`src/rtl/pc_seq_pkg.sv`:
```
// pc_seq_pkg -- shared control-op encoding and instruction size for the
// program-counter sequencer.
package pc_seq_pkg;

    // Control op codes carried on the 3-bit op input; codes 5-7 act as SEQ.
    typedef enum logic [2:0] {
        SEQ    = 3'd0,
        BRANCH = 3'd1,
        JUMP   = 3'd2,
        CALL   = 3'd3,
        RET    = 3'd4
    } op_t;

    // Fixed instruction size; sequential flow and return addresses step by this.
    localparam int INSN_BYTES = 4;

endpackage : pc_seq_pkg

```
`src/rtl/pc_ras.sv`:
```
// pc_ras -- circular-buffer return-address stack. A push onto a full stack
// overwrites the oldest entry, so the newest RAS_DEPTH return addresses
// always survive. Push and pop are never requested together.
module pc_ras #(
    parameter int XLEN      = 32,
    parameter int RAS_DEPTH = 4
) (
    input  logic                         clk,
    input  logic                         rst_n,
    input  logic                         push,
    input  logic                         pop,
    input  logic [XLEN-1:0]              push_data,
    output logic [XLEN-1:0]              top,
    output logic [$clog2(RAS_DEPTH):0]   count,
    output logic                         full,
    output logic                         empty
);
    localparam int AW = $clog2(RAS_DEPTH);
    localparam int CW = AW + 1;

    logic [XLEN-1:0] mem [RAS_DEPTH];
    logic [AW-1:0]   wr_ptr;   // next free slot; top lives at wr_ptr - 1

    assign full  = (count == CW'(RAS_DEPTH));
    assign empty = (count == '0);
    assign top   = mem[wr_ptr - AW'(1)];

    // Pointer and occupancy tracking; the pointer wraps because depth is a power of two.
    // NOTE: sequential state uses non-blocking (<=) so every flop samples pre-edge values.
    always_ff @(posedge clk or negedge rst_n) begin
        if (!rst_n) begin
            wr_ptr <= '0;
            count  <= '0;
        end else if (push) begin
            wr_ptr <= wr_ptr + AW'(1);
            if (!full) count <= count + CW'(1);
        end else if (pop) begin
            wr_ptr <= wr_ptr - AW'(1);
            count  <= count - CW'(1);
        end
    end

    // Entry storage; contents are don't-care until count says they are valid.
    // NOTE: the storage array is deliberately not reset -- count gates validity, and leaving it out keeps it plain RAM.
    always_ff @(posedge clk) begin
        if (push) mem[wr_ptr] <= push_data;
    end

endmodule : pc_ras

```
`src/rtl/pc_sequencer.sv`:
```
// pc_sequencer -- program-counter sequencer with trap redirect, stall,
// branch/jump/call/return and a return-address stack.
// Optional feature: define PC_SEQ_ALIGN_CHECK_EN to trap on misaligned
// control-flow targets (adds the misalign output); otherwise target bits
// [1:0] are forced to zero.
module pc_sequencer
    import pc_seq_pkg::*;
#(
    parameter int              XLEN      = 32,
    parameter logic [XLEN-1:0] RESET_VEC = XLEN'(32'h0000_0000),
    parameter logic [XLEN-1:0] TRAP_VEC  = XLEN'(32'h0000_0100),
    parameter int              RAS_DEPTH = 4
) (
    input  logic                       clk,
    input  logic                       rst_n,
    input  logic                       stall,
    input  logic [2:0]                 op,
    input  logic [XLEN-1:0]            imm,
    input  logic                       trap_req,
    output logic [XLEN-1:0]            pc,
    output logic [XLEN-1:0]            pc_next,
    output logic [$clog2(RAS_DEPTH):0] ras_count,
    output logic                       ras_ovf,
`ifdef PC_SEQ_ALIGN_CHECK_EN
    output logic                       misalign,
`endif
    output logic                       ras_unf
);
    logic [XLEN-1:0] seq_pc;
    logic [XLEN-1:0] target;
    logic [XLEN-1:0] ras_top;
    logic            ras_full;
    logic            ras_empty;
    logic            is_ctrl;
    logic            push_req, pop_req, unf_req;
    logic            advance;
    logic            ras_push, ras_pop;
    logic            ovf_set, unf_set;
`ifdef PC_SEQ_ALIGN_CHECK_EN
    logic            misalign_set;
`endif

    assign seq_pc  = pc + XLEN'(INSN_BYTES);
    assign advance = !trap_req && !stall;

    // Decode the op into a raw target and stack requests.
    // NOTE: every always_comb output gets a default first, so no path can infer a latch.
    always_comb begin
        target   = seq_pc;
        is_ctrl  = 1'b0;
        push_req = 1'b0;
        pop_req  = 1'b0;
        unf_req  = 1'b0;
        case (op)
            BRANCH: begin
                target  = pc + imm;
                is_ctrl = 1'b1;
            end
            JUMP: begin
                target  = imm;
                is_ctrl = 1'b1;
            end
            CALL: begin
                target   = imm;
                is_ctrl  = 1'b1;
                push_req = 1'b1;
            end
            RET: begin
                if (!ras_empty) begin
                    target  = ras_top;
                    is_ctrl = 1'b1;
                    pop_req = 1'b1;
                end else begin
                    unf_req = 1'b1;
                end
            end
            default: ;
        endcase
    end

    // Final next-PC selection: trap beats stall beats the decoded op.
    always_comb begin
        pc_next = target;
`ifdef PC_SEQ_ALIGN_CHECK_EN
        misalign_set = advance && is_ctrl && (target[1:0] != 2'b00);
        if (misalign_set) pc_next = TRAP_VEC;
`else
        if (is_ctrl) pc_next = {target[XLEN-1:2], 2'b00};
`endif
        if (stall)    pc_next = pc;
        if (trap_req) pc_next = TRAP_VEC;
    end

    // Stack is only touched by an op that actually advances this cycle.
    assign ras_push = advance && push_req;
    assign ras_pop  = advance && pop_req;
    assign ovf_set  = ras_push && ras_full;
    assign unf_set  = advance && unf_req;

    pc_ras #(
        .XLEN      (XLEN),
        .RAS_DEPTH (RAS_DEPTH)
    ) u_ras (
        .clk       (clk),
        .rst_n     (rst_n),
        .push      (ras_push),
        .pop       (ras_pop),
        .push_data (seq_pc),
        .top       (ras_top),
        .count     (ras_count),
        .full      (ras_full),
        .empty     (ras_empty)
    );

    // PC register and one-cycle event flags.
    always_ff @(posedge clk or negedge rst_n) begin
        if (!rst_n) begin
            pc       <= RESET_VEC;
            ras_ovf  <= 1'b0;
            ras_unf  <= 1'b0;
`ifdef PC_SEQ_ALIGN_CHECK_EN
            misalign <= 1'b0;
`endif
        end else begin
            pc       <= pc_next;
            ras_ovf  <= ovf_set;
            ras_unf  <= unf_set;
`ifdef PC_SEQ_ALIGN_CHECK_EN
            misalign <= misalign_set;
`endif
        end
    end

endmodule : pc_sequencer

```
`config.mk`:
```
export PLATFORM = sky130hd
export DESIGN_NAME = pc_sequencer
export DESIGN_NICKNAME = d
export VERILOG_FILES = /design/src/rtl/pc_seq_pkg.sv /design/src/rtl/pc_ras.sv /design/src/rtl/pc_sequencer.sv
export SDC_FILE = /design/constraint.sdc
export NUM_CORES = 1
export LEC_CHECK = 0
export ABC_AREA = 1
export CAP_MARGIN = 20
export CORE_ASPECT_RATIO = 1.5
export CORE_MARGIN = 2
export CORE_UTILIZATION = 40
export DETAILED_ROUTE_END_ITERATION = 8
export GPL_TIMING_DRIVEN = 0
export SLEW_MARGIN = 20
export SYNTH_ARGS = -nofsm -noshare
export SYNTH_HDL_FRONTEND = slang
export SYNTH_HIERARCHICAL = 1
export SYNTH_SLANG_ARGS = --single-unit
export TNS_END_PERCENT = 5
```
`constraint.sdc`:
```
create_clock -name clk -period 6.64 [get_ports clk]
set_input_delay 1.328 -clock clk [delete_from_list [all_inputs] [get_ports clk]]
set_output_delay 1.328 -clock clk [all_outputs]
set_load 0.02 [all_outputs]
```
==> results.txt, run 1 <==
First-pass GRT wire length - 54,280 µm
Die height - 199.8 µm
Drt wl/cell - 20.55 µm
Via Count - 9,597
Layout Cells excl Fill - 1,780
Power density over the cells - 291.8 nW/µm²
Layout cells sized above 1 - 7.094%
Clock Path Buffers - 2
Fin crit share - 85.41%
Worst setup SP type - input pin
Initial DRC Count - 739
Post-DP HPWL - 28,680 µm
Sw Pwr - 0.001479 W
Global Route Usage Sum - 27.66%
Post-CTS Resized - 0
GRT overflow - 0
Peak supply drop - 0.1983 mV
CP required - 5.31 ns
Post-CTS Setup Bufs - 0
CTS Buf Count - 17
Clock Pin Slew Worst Setup and Hold Paths - 0.07 ns
Most common cell on crit path - nand2_1
Floorplan row count - 71
DRC Markers - 0
Worst Path Max Fanout - 4
Outcome - finished, final reports clean
Routed Antenna Nets - 0
Worst slew pin tran - 0.7798 ns
Critical path, cell by cell - clkdlybuf4s50_1 -> ha_1 -> inv_1 -> fa_1 -> inv_1 -> nand3_1 -> nand3_1 -> nand2_1 -> nand2_1 -> nand2_1 -> nand2_1 -> nand2_1 -> nand3b_1 -> nand3_1 -> nand2_1 -> o21bai_1 -> inv_1 -> clkdlybuf4s50_1
Fmax achieved - 176.3 MHz
Post-layout minimum cycle time - 5.671 ns
Clock network power share - 26.7%
Min-delay worst type - flip-flop to flip-flop
Final setup viols - 0
Setup CP Type - input pin to output port
DP Cell Count - 1,748
Worst slew margin relative to its limit - 47.94%
Final Hold Fails - 0
Max-cap violations - 0
Pint - 0.002110 W
Most common cell after layout, fill and taps aside - nand2_1
Max-slew violations - 0
RSZ-0062 raised after global routing - false
Vias in the first global route - 9,264
Comb power frac - 40.0%
Ys Warns - 6
Slowest-stage cell, CP - clkdlybuf4s50_1
Synth-to-layout area growth - 20.33%
Diodes inserted - 0
DR vias/cell - 5.392
I/O Buffers - 107
Clk Latency, worst-skew pair - 0.45 ns
Post-Route Skew - 0.01349 ns
IO Pins - 108
Leakage - 5.450 nW
Post-Syn Area per Cell - 7.792 µm²
Placer Congestion - 1.037
Seq pwr share - 33.3%
Syn Std Cell Area - 10,220 µm²
Initial antenna violation count - 0
Buffers & Inverters on Critical Path - 5
CTS tree - yes
Delay-heaviest family, CP - buffers and inverters
Final Routed Wirelength - 36,570 µm
Syn_nets - 1,389
Setup TNS - 0 ns
Core ar. - 25,140 µm²
Endpoint class of the critical path - output port
Post-CTS Hold Buffers - 0
Sw Ratio - 41.21%
Worst Path Arrival - 4.34 ns
Initial core utilization - 40.67%
Cells after Synth - 1,312
Chip Width - 134.5 µm
Largest net degree at the start of global routing - 31
Most frequent cells in the layout - 350 x nand2_1, 187 x inv_1, 127 x nor2_1
Root Buffer - clkbuf_16
H-tree levels - 4
DRT Pass-1 Iters - 5
# nets final - 1,516
Die area - 26,880 µm²
Sink Count - 159
Crit-path max cell delay - 0.63 ns
per-layer routing:
layer / routed length [µm] / global-route usage [%] / up-vias
met5: 0 / 0 / -
met4: 2147 / 16.53 / 0
li1: - / - / 4602
met2: 18130 / 48.36 / 362
met3: 1835 / 3.333 / 97
met1: 14460 / 32.59 / 4536
layout make-up:
| cell class | instances | area (µm²) |
|---|---|---|
| clock buffer | 17 | 425.4 |
| clock inverter | 15 | 148.9 |
| fill | 2545 | 12840 |
| multi-input combinational | 911 | 4662 |
| sequential | 159 | 4579 |
| tap | 328 | 410.4 |
| timing repair buffer | 108 | 1094 |
| buffer | 43 | 232.7 |
| inverter | 199 | 749.5 |
worst reg2reg max path: stages, from the launching register on:
cell	delay [ns]
dfrtp_1	0.47
buf_6	0.19
inv_4	0.04
buf_6	0.14
buf_6	0.15
ha_1	0.45
inv_1	0.20
clkbuf_1	0.42
o21ai_0	0.19
o22ai_1	0.24
a221oi_1	0.12
nand2_1	0.11
inv_1	0.04
nand2_1	0.05
nand2_1	0.05
a21oi_1	0.18
metrics by stage:
| step | util (%) | power [W] | hold slack (ns) | setup WS [ns] | cell area (µm²) |
|---|---|---|---|---|---|
| after floorplan | - | 0.002090 | 0.5027 | 2.339 | 10220 |
| after global placement | 46.56 | 0.002614 | 0.5401 | 0.9968 | 11710 |
| after detailed placement | 46.65 | 0.002632 | 0.5532 | 0.9993 | 11730 |
| after CTS | 48.93 | 0.003585 | 0.5685 | 0.9908 | 12300 |
| after global routing | 48.93 | 0.003773 | 0.6145 | 0.7687 | 12300 |
| final | 48.93 | 0.003590 | 0.5595 | 0.9689 | 12300 |
final timing paths:
path                                 start         endpoint  slack (ns)  cells after the start
max in group asynchronous            rst_n           pc[22]        5.19                      2
max reg2reg                u_ras/wr_ptr[0]           pc[27]        3.51                     15
min reg2reg                u_ras/wr_ptr[1]  u_ras/wr_ptr[1]        0.56                      2
min in group asynchronous            rst_n            pc[7]        0.90                      1
min                        u_ras/wr_ptr[1]  u_ras/wr_ptr[1]        0.56                      2
max                                 imm[0]      pc_next[20]        0.97                     18
power by group through the flow:
stage	clock network, W	registers (W)	logic, W
detailed placement	0	0.00122	0.00142
global route	0.00100	0.00120	0.00157
CTS	0.000969	0.00119	0.00142
finish	0.000958	0.00120	0.00144
global placement	0	0.00122	0.00140
floorplan	0	0.00122	0.000868
flip-flops by register name, indices dropped and copies added, names as in the netlist:
| register | cells |
|---|---|
| u_ras/count | 3 |
| pc | 32 |
| ras_unf | 1 |
| ras_ovf | 1 |
| u_ras/mem | 120 |
| u_ras/wr_ptr | 2 |
Power figures use the tool's default switching activity.
==> inputs of run 2 (changes only) <==
Settings changed: CORE_MARGIN 2 to default.
==> results.txt, run 2 (same netlist as run 1, synthesis figures left out) <==
Drt wl/cell - 20.47 µm
CP required - 5.31 ns
Post-DP HPWL - 28,670 µm
Power density over the cells - 298.1 nW/µm²
Leakage - 5.464 nW
Initial core utilization - 40.81%
Fin crit share - 87.37%
Post-CTS Resized - 0
Max-slew violations - 0
Worst slew margin relative to its limit - 48.44%
Final Hold Fails - 0
Crit-path max cell delay - 0.61 ns
Routed Antenna Nets - 0
First-pass GRT wire length - 54,680 µm
Layout cells sized above 1 - 6.966%
CTS Buf Count - 17
Largest net degree at the start of global routing - 40
IO Pins - 108
Global Route Usage Sum - 28.43%
Die area - 26,220 µm²
Filler cells - 2,529
FF-to-FF End - pc[24]
RSZ-0062 raised after global routing - false
Vias in the first global route - 9,481
Worst Path Arrival - 4.47 ns
Reg with most FFs - u_ras/mem
Worst slew pin tran - 0.7735 ns
Util after Layout - 49.21%
Die height - 197.8 µm
Fmax achieved - 172.4 MHz
Buffers & Inverters on Critical Path - 5
Most common cell on crit path - nand2_1
Post-CTS Hold Buffers - 0
I/O Buffers - 107
Hold EP - u_ras/wr_ptr[1]
Final setup viols - 0
Multi-input logic area - 4662 µm²
Final Routed Wirelength - 36,400 µm
Diodes inserted - 0
Initial DRC Count - 720
Clock Pin Slew Worst Setup and Hold Paths - 0.06 ns
CTS tree - yes
Setup TNS - 0 ns
Setup CP Type - input pin to output port
Post-CTS Setup Bufs - 0
Hold path startpoint - u_ras/wr_ptr[1]
H-tree levels - 4
Power, Total - 0.003675 W
Reg2reg setup slack - 3.48 ns
Most common cell after layout, fill and taps aside - nand2_1
Floorplan row count - 71
Post-Route Skew - 0.01521 ns
Root Buffer - clkbuf_16
DR vias/cell - 5.377
Delay-heaviest family, CP - buffers and inverters
Clk Latency, worst-skew pair - 0.44 ns
# nets final - 1,515
Slowest-stage cell, CP - clkdlybuf4s50_1
Largest register FFs - 120
Via Count - 9,561
Top Registers - u_ras/mem (120), pc (32), u_ras/count (3)
Core ar. - 25,050 µm²
Min-delay worst type - flip-flop to flip-flop
GRT overflow - 0
Outcome - finished, final reports clean
DRC Markers - 0
Sequential cell area - 4579 µm²
Placer Congestion - 0.9946
Reg-to-Reg Start - u_ras/wr_ptr[0]
Initial antenna violation count - 0
Clock Path Buffers - 2
Most frequent cells in the layout - 350 x nand2_1, 187 x inv_1, 127 x nor2_1
Peak supply drop - 0.1922 mV
Worst Reg-to-Reg Cells - 15
Endpoint class of the critical path - output port
Fin Hold WS - 0.5569 ns
Worst Path Max Fanout - 4
Synth-to-layout area growth - 20.59%
Critical path, cell by cell - clkdlybuf4s50_1 -> ha_1 -> inv_1 -> fa_1 -> inv_1 -> nand3_1 -> nand3_1 -> nand2_1 -> nand2_1 -> nand2_1 -> nand2_1 -> nand2_1 -> nand3_1 -> nand3_1 -> nand3b_1 -> nand2_1 -> inv_1 -> clkdlybuf4s50_1
Chip Width - 132.5 µm
DRT Pass-1 Iters - 5
Sink Count - 159
Post-layout minimum cycle time - 5.802 ns
Max-cap violations - 0
Worst hold path depth - 2
Worst setup SP type - input pin
-- run 2: how the worst max path moves through the flow --
stage	start	cells past startpoint	end	slack, ns
after CTS	imm[0]	18	pc_next[28]	0.92
after global placement	imm[0]	18	pc_next[28]	0.97
after global routing	imm[0]	18	pc_next[28]	0.68
after floorplan	imm[0]	12	pc_next[8]	2.34
final	imm[0]	18	pc_next[28]	0.84
after detailed placement	imm[0]	18	pc_next[28]	0.93
-- run 2: worst reg2reg max path: cells and delay by family (launching register included) --
family,cells,cell delay (ns)
and+or+nand+nor,3,0.20
adders and majority gates,1,0.45
AOI/OAI and AO/OA,4,0.75
buffers and inverters,7,1.16
DFF,1,0.50
-- run 2: power by group --
| part | switching [W] | leakage (nW) | internal, W |
|---|---|---|---|
| Clock | 0.000440 | 0.307 | 0.000604 |
| Combinational | 0.000946 | 3.55 | 0.000487 |
| Sequential | 0.0000722 | 1.61 | 0.00112 |
| Total | 0.00146 | 5.46 | 0.00222 |
-- run 2: through the flow --
step | std cells | setup WS (ns) | instance area (µm²)
global route | 1778 | 0.6821 | 12330
floorplan | 1312 | 2.339 | 10220
CTS | 1778 | 0.9193 | 12330
finish | 1778 | 0.8383 | 12330
global placement | 1747 | 0.9710 | 11710
detailed placement | 1747 | 0.9308 | 11700
-- run 2: per-layer routing --
layer / global-route usage, % / vias to the layer above / routed length, µm / part of all wire [%]
met3: 2.739 / 88 / 1561 / 4.3
met4: 16.94 / 2 / 2064 / 5.7
met5: 0.9579 / - / 32 / 0.088
met2: 50.68 / 324 / 18430 / 51
met1: 32.95 / 4554 / 14310 / 39
li1: - / 4593 / - / -
-- run 2: area by class of cell --
cell class	count	area share (%)
tap	328	3.329
multi-input combinational	911	37.82
clock inverter	14	1.624
buffer	43	1.888
timing repair buffer	107	8.667
clock buffer	17	3.451
sequential	159	37.15
inverter	199	6.079
==> inputs of run 3 (changes only) <==
Settings changed: PLACE_DENSITY from default to 0.66, REMOVE_ABC_BUFFERS from default to 1.
==> results.txt, run 3 (same netlist as run 1, synthesis figures left out) <==
Outcome - finished, final reports clean
Clock Path Buffers - 2
Placer Congestion - 0.9723
Diodes inserted - 0
Layout cells sized above 1 - 6.761%
Synth-to-layout area growth - 21.78%
Vias in the first global route - 9,081
Post-DP HPWL - 25,610 µm
H-tree levels - 4
CTS tree - yes
Clock Pin Slew Worst Setup and Hold Paths - 0.06 ns
IO Pins - 108
Clk Latency, worst-skew pair - 0.44 ns
DR vias/cell - 5.324
Worst slew margin relative to its limit - 45.65%
Drt wl/cell - 19.18 µm
Floorplan row count - 71
Worst slew pin tran - 0.8143 ns
Peak supply drop - 0.2336 mV
Root Buffer - clkbuf_16
Worst Path Max Fanout - 63
Min-delay worst type - flip-flop to flip-flop
Global Route Usage Sum - 26.15%
Power, Total - 0.003662 W
Initial antenna violation count - 0
CP required - 5.31 ns
GRT overflow - 0
Post-CTS Hold Buffers - 0
Top Registers - u_ras/mem (120), pc (32), u_ras/count (3)
Fin crit share - 92.27%
Leakage - 5.463 nW
Post-CTS Resized - 0
Worst Path Arrival - 4.80 ns
Initial core utilization - 40.81%
CTS Buf Count - 17
Most frequent cells in the layout - 350 x nand2_1, 186 x inv_1, 126 x nor2_1
Fmax achieved - 163.2 MHz
Via Count - 9,307
Setup TNS - 0 ns
Post-layout minimum cycle time - 6.127 ns
Endpoint class of the critical path - output port
DP Cell Count - 1,714
Reg with most FFs - u_ras/mem
Most common cell after layout, fill and taps aside - nand2_1
Max-cap violations - 0
Final setup viols - 0
# nets final - 1,484
Die height - 197.8 µm
I/O Buffers - 107
Chip Width - 132.5 µm
DRT Pass-1 Iters - 7
Die area - 26,220 µm²
Worst setup SP type - flip-flop
Setup CP Type - flip-flop to output port
Layout Cells excl Fill - 1,748
Post-Route Skew - 0.01117 ns
Power density over the cells - 294.1 nW/µm²
Largest net degree at the start of global routing - 64
Max-slew violations - 0
Core ar. - 25,050 µm²
Routed Antenna Nets - 0
Filler cells - 2,441
Sink Count - 159
Initial DRC Count - 669
Largest register FFs - 120
Post-CTS Setup Bufs - 0
Final Hold Fails - 0
First-pass GRT wire length - 50,730 µm
Final Routed Wirelength - 33,520 µm
DRC Markers - 0
RSZ-0062 raised after global routing - false
[run 3: cell types whose count changed in the layout (fill, tap and decap cells not counted), moves of 3 or more]
cell	previous run	this run
buf_16	0	8
buf_2	14	3
buf_4	3	0
buf_6	6	0
bufinv_16	3	6
clkbuf_1	19	1
clkinvlp_4	0	4
inv_6	5	2
[run 3: where the power goes]
group	internal (W)	leakage [nW]	switching, W
sequential	0.00113	1.60	0.0000945
combinational	0.000478	3.54	0.000843
clock	0.000716	0.316	0.000405
[run 3: worst paths after layout]
check                                 from         endpoint  slack, ns  depth (start not counted)
setup / recovery           u_ras/wr_ptr[0]      pc_next[24]       0.51                         13
hold / removal                       pc[0]            pc[0]       0.58                          1
setup reg to reg           u_ras/wr_ptr[0]           pc[30]       2.71                         12
hold reg to reg                      pc[0]            pc[0]       0.58                          1
max in group asynchronous            rst_n  u_ras/wr_ptr[0]       5.27                          2
min in group asynchronous            rst_n            pc[2]       0.85                          1
[run 3: layout make-up]
| type | count | area [µm²] | area share [%] |
|---|---|---|---|
| tap | 328 | 410.4 | 3.296 |
| timing repair buffer | 119 | 1346 | 10.81 |
| clock buffer | 19 | 442.9 | 3.557 |
| inverter | 199 | 749.5 | 6.019 |
| sequential | 159 | 4581 | 36.79 |
| clock inverter | 13 | 232.7 | 1.869 |
| multi-input combinational | 911 | 4688 | 37.65 |
[run 3: worst max-delay path: stages (launching register included)]
cell and delay, ns:
dfrtp_2 0.71, inv_4 0.39, ha_2 0.95, inv_1 0.52, buf_16 0.30, o21ai_0 0.08
o22ai_1 0.11, a221oi_1 0.27, nand2_1 0.08, inv_1 0.05, nand2_1 0.04, nand2_1 0.10
a21oi_1 0.10, clkdlybuf4s50_1 0.56
[run 3: through the flow]
step | util (%) | setup slack, ns | area, µm² | hold WS [ns]
floorplan | - | 1.653 | 9991 | 0.5027
global placement | 45.79 | -1.109 | 11470 | 0.5299
detailed placement | 46.78 | 0.7466 | 11720 | 0.5749
CTS | 49.48 | 0.2925 | 12400 | 0.5834
global route | 49.70 | 0.2935 | 12450 | 0.6030
finish | 49.70 | 0.5134 | 12450 | 0.5765
[run 3: metal layers]
metal,vias up,part of all wire (%),global-route usage (%),wire length [µm]
li1,4524,-,-,-
met1,4411,38,29.23,12830
met2,310,53,48.73,17670
met3,62,5.5,3.712,1835
met4,0,3.5,11.92,1185
met5,-,0,0,0
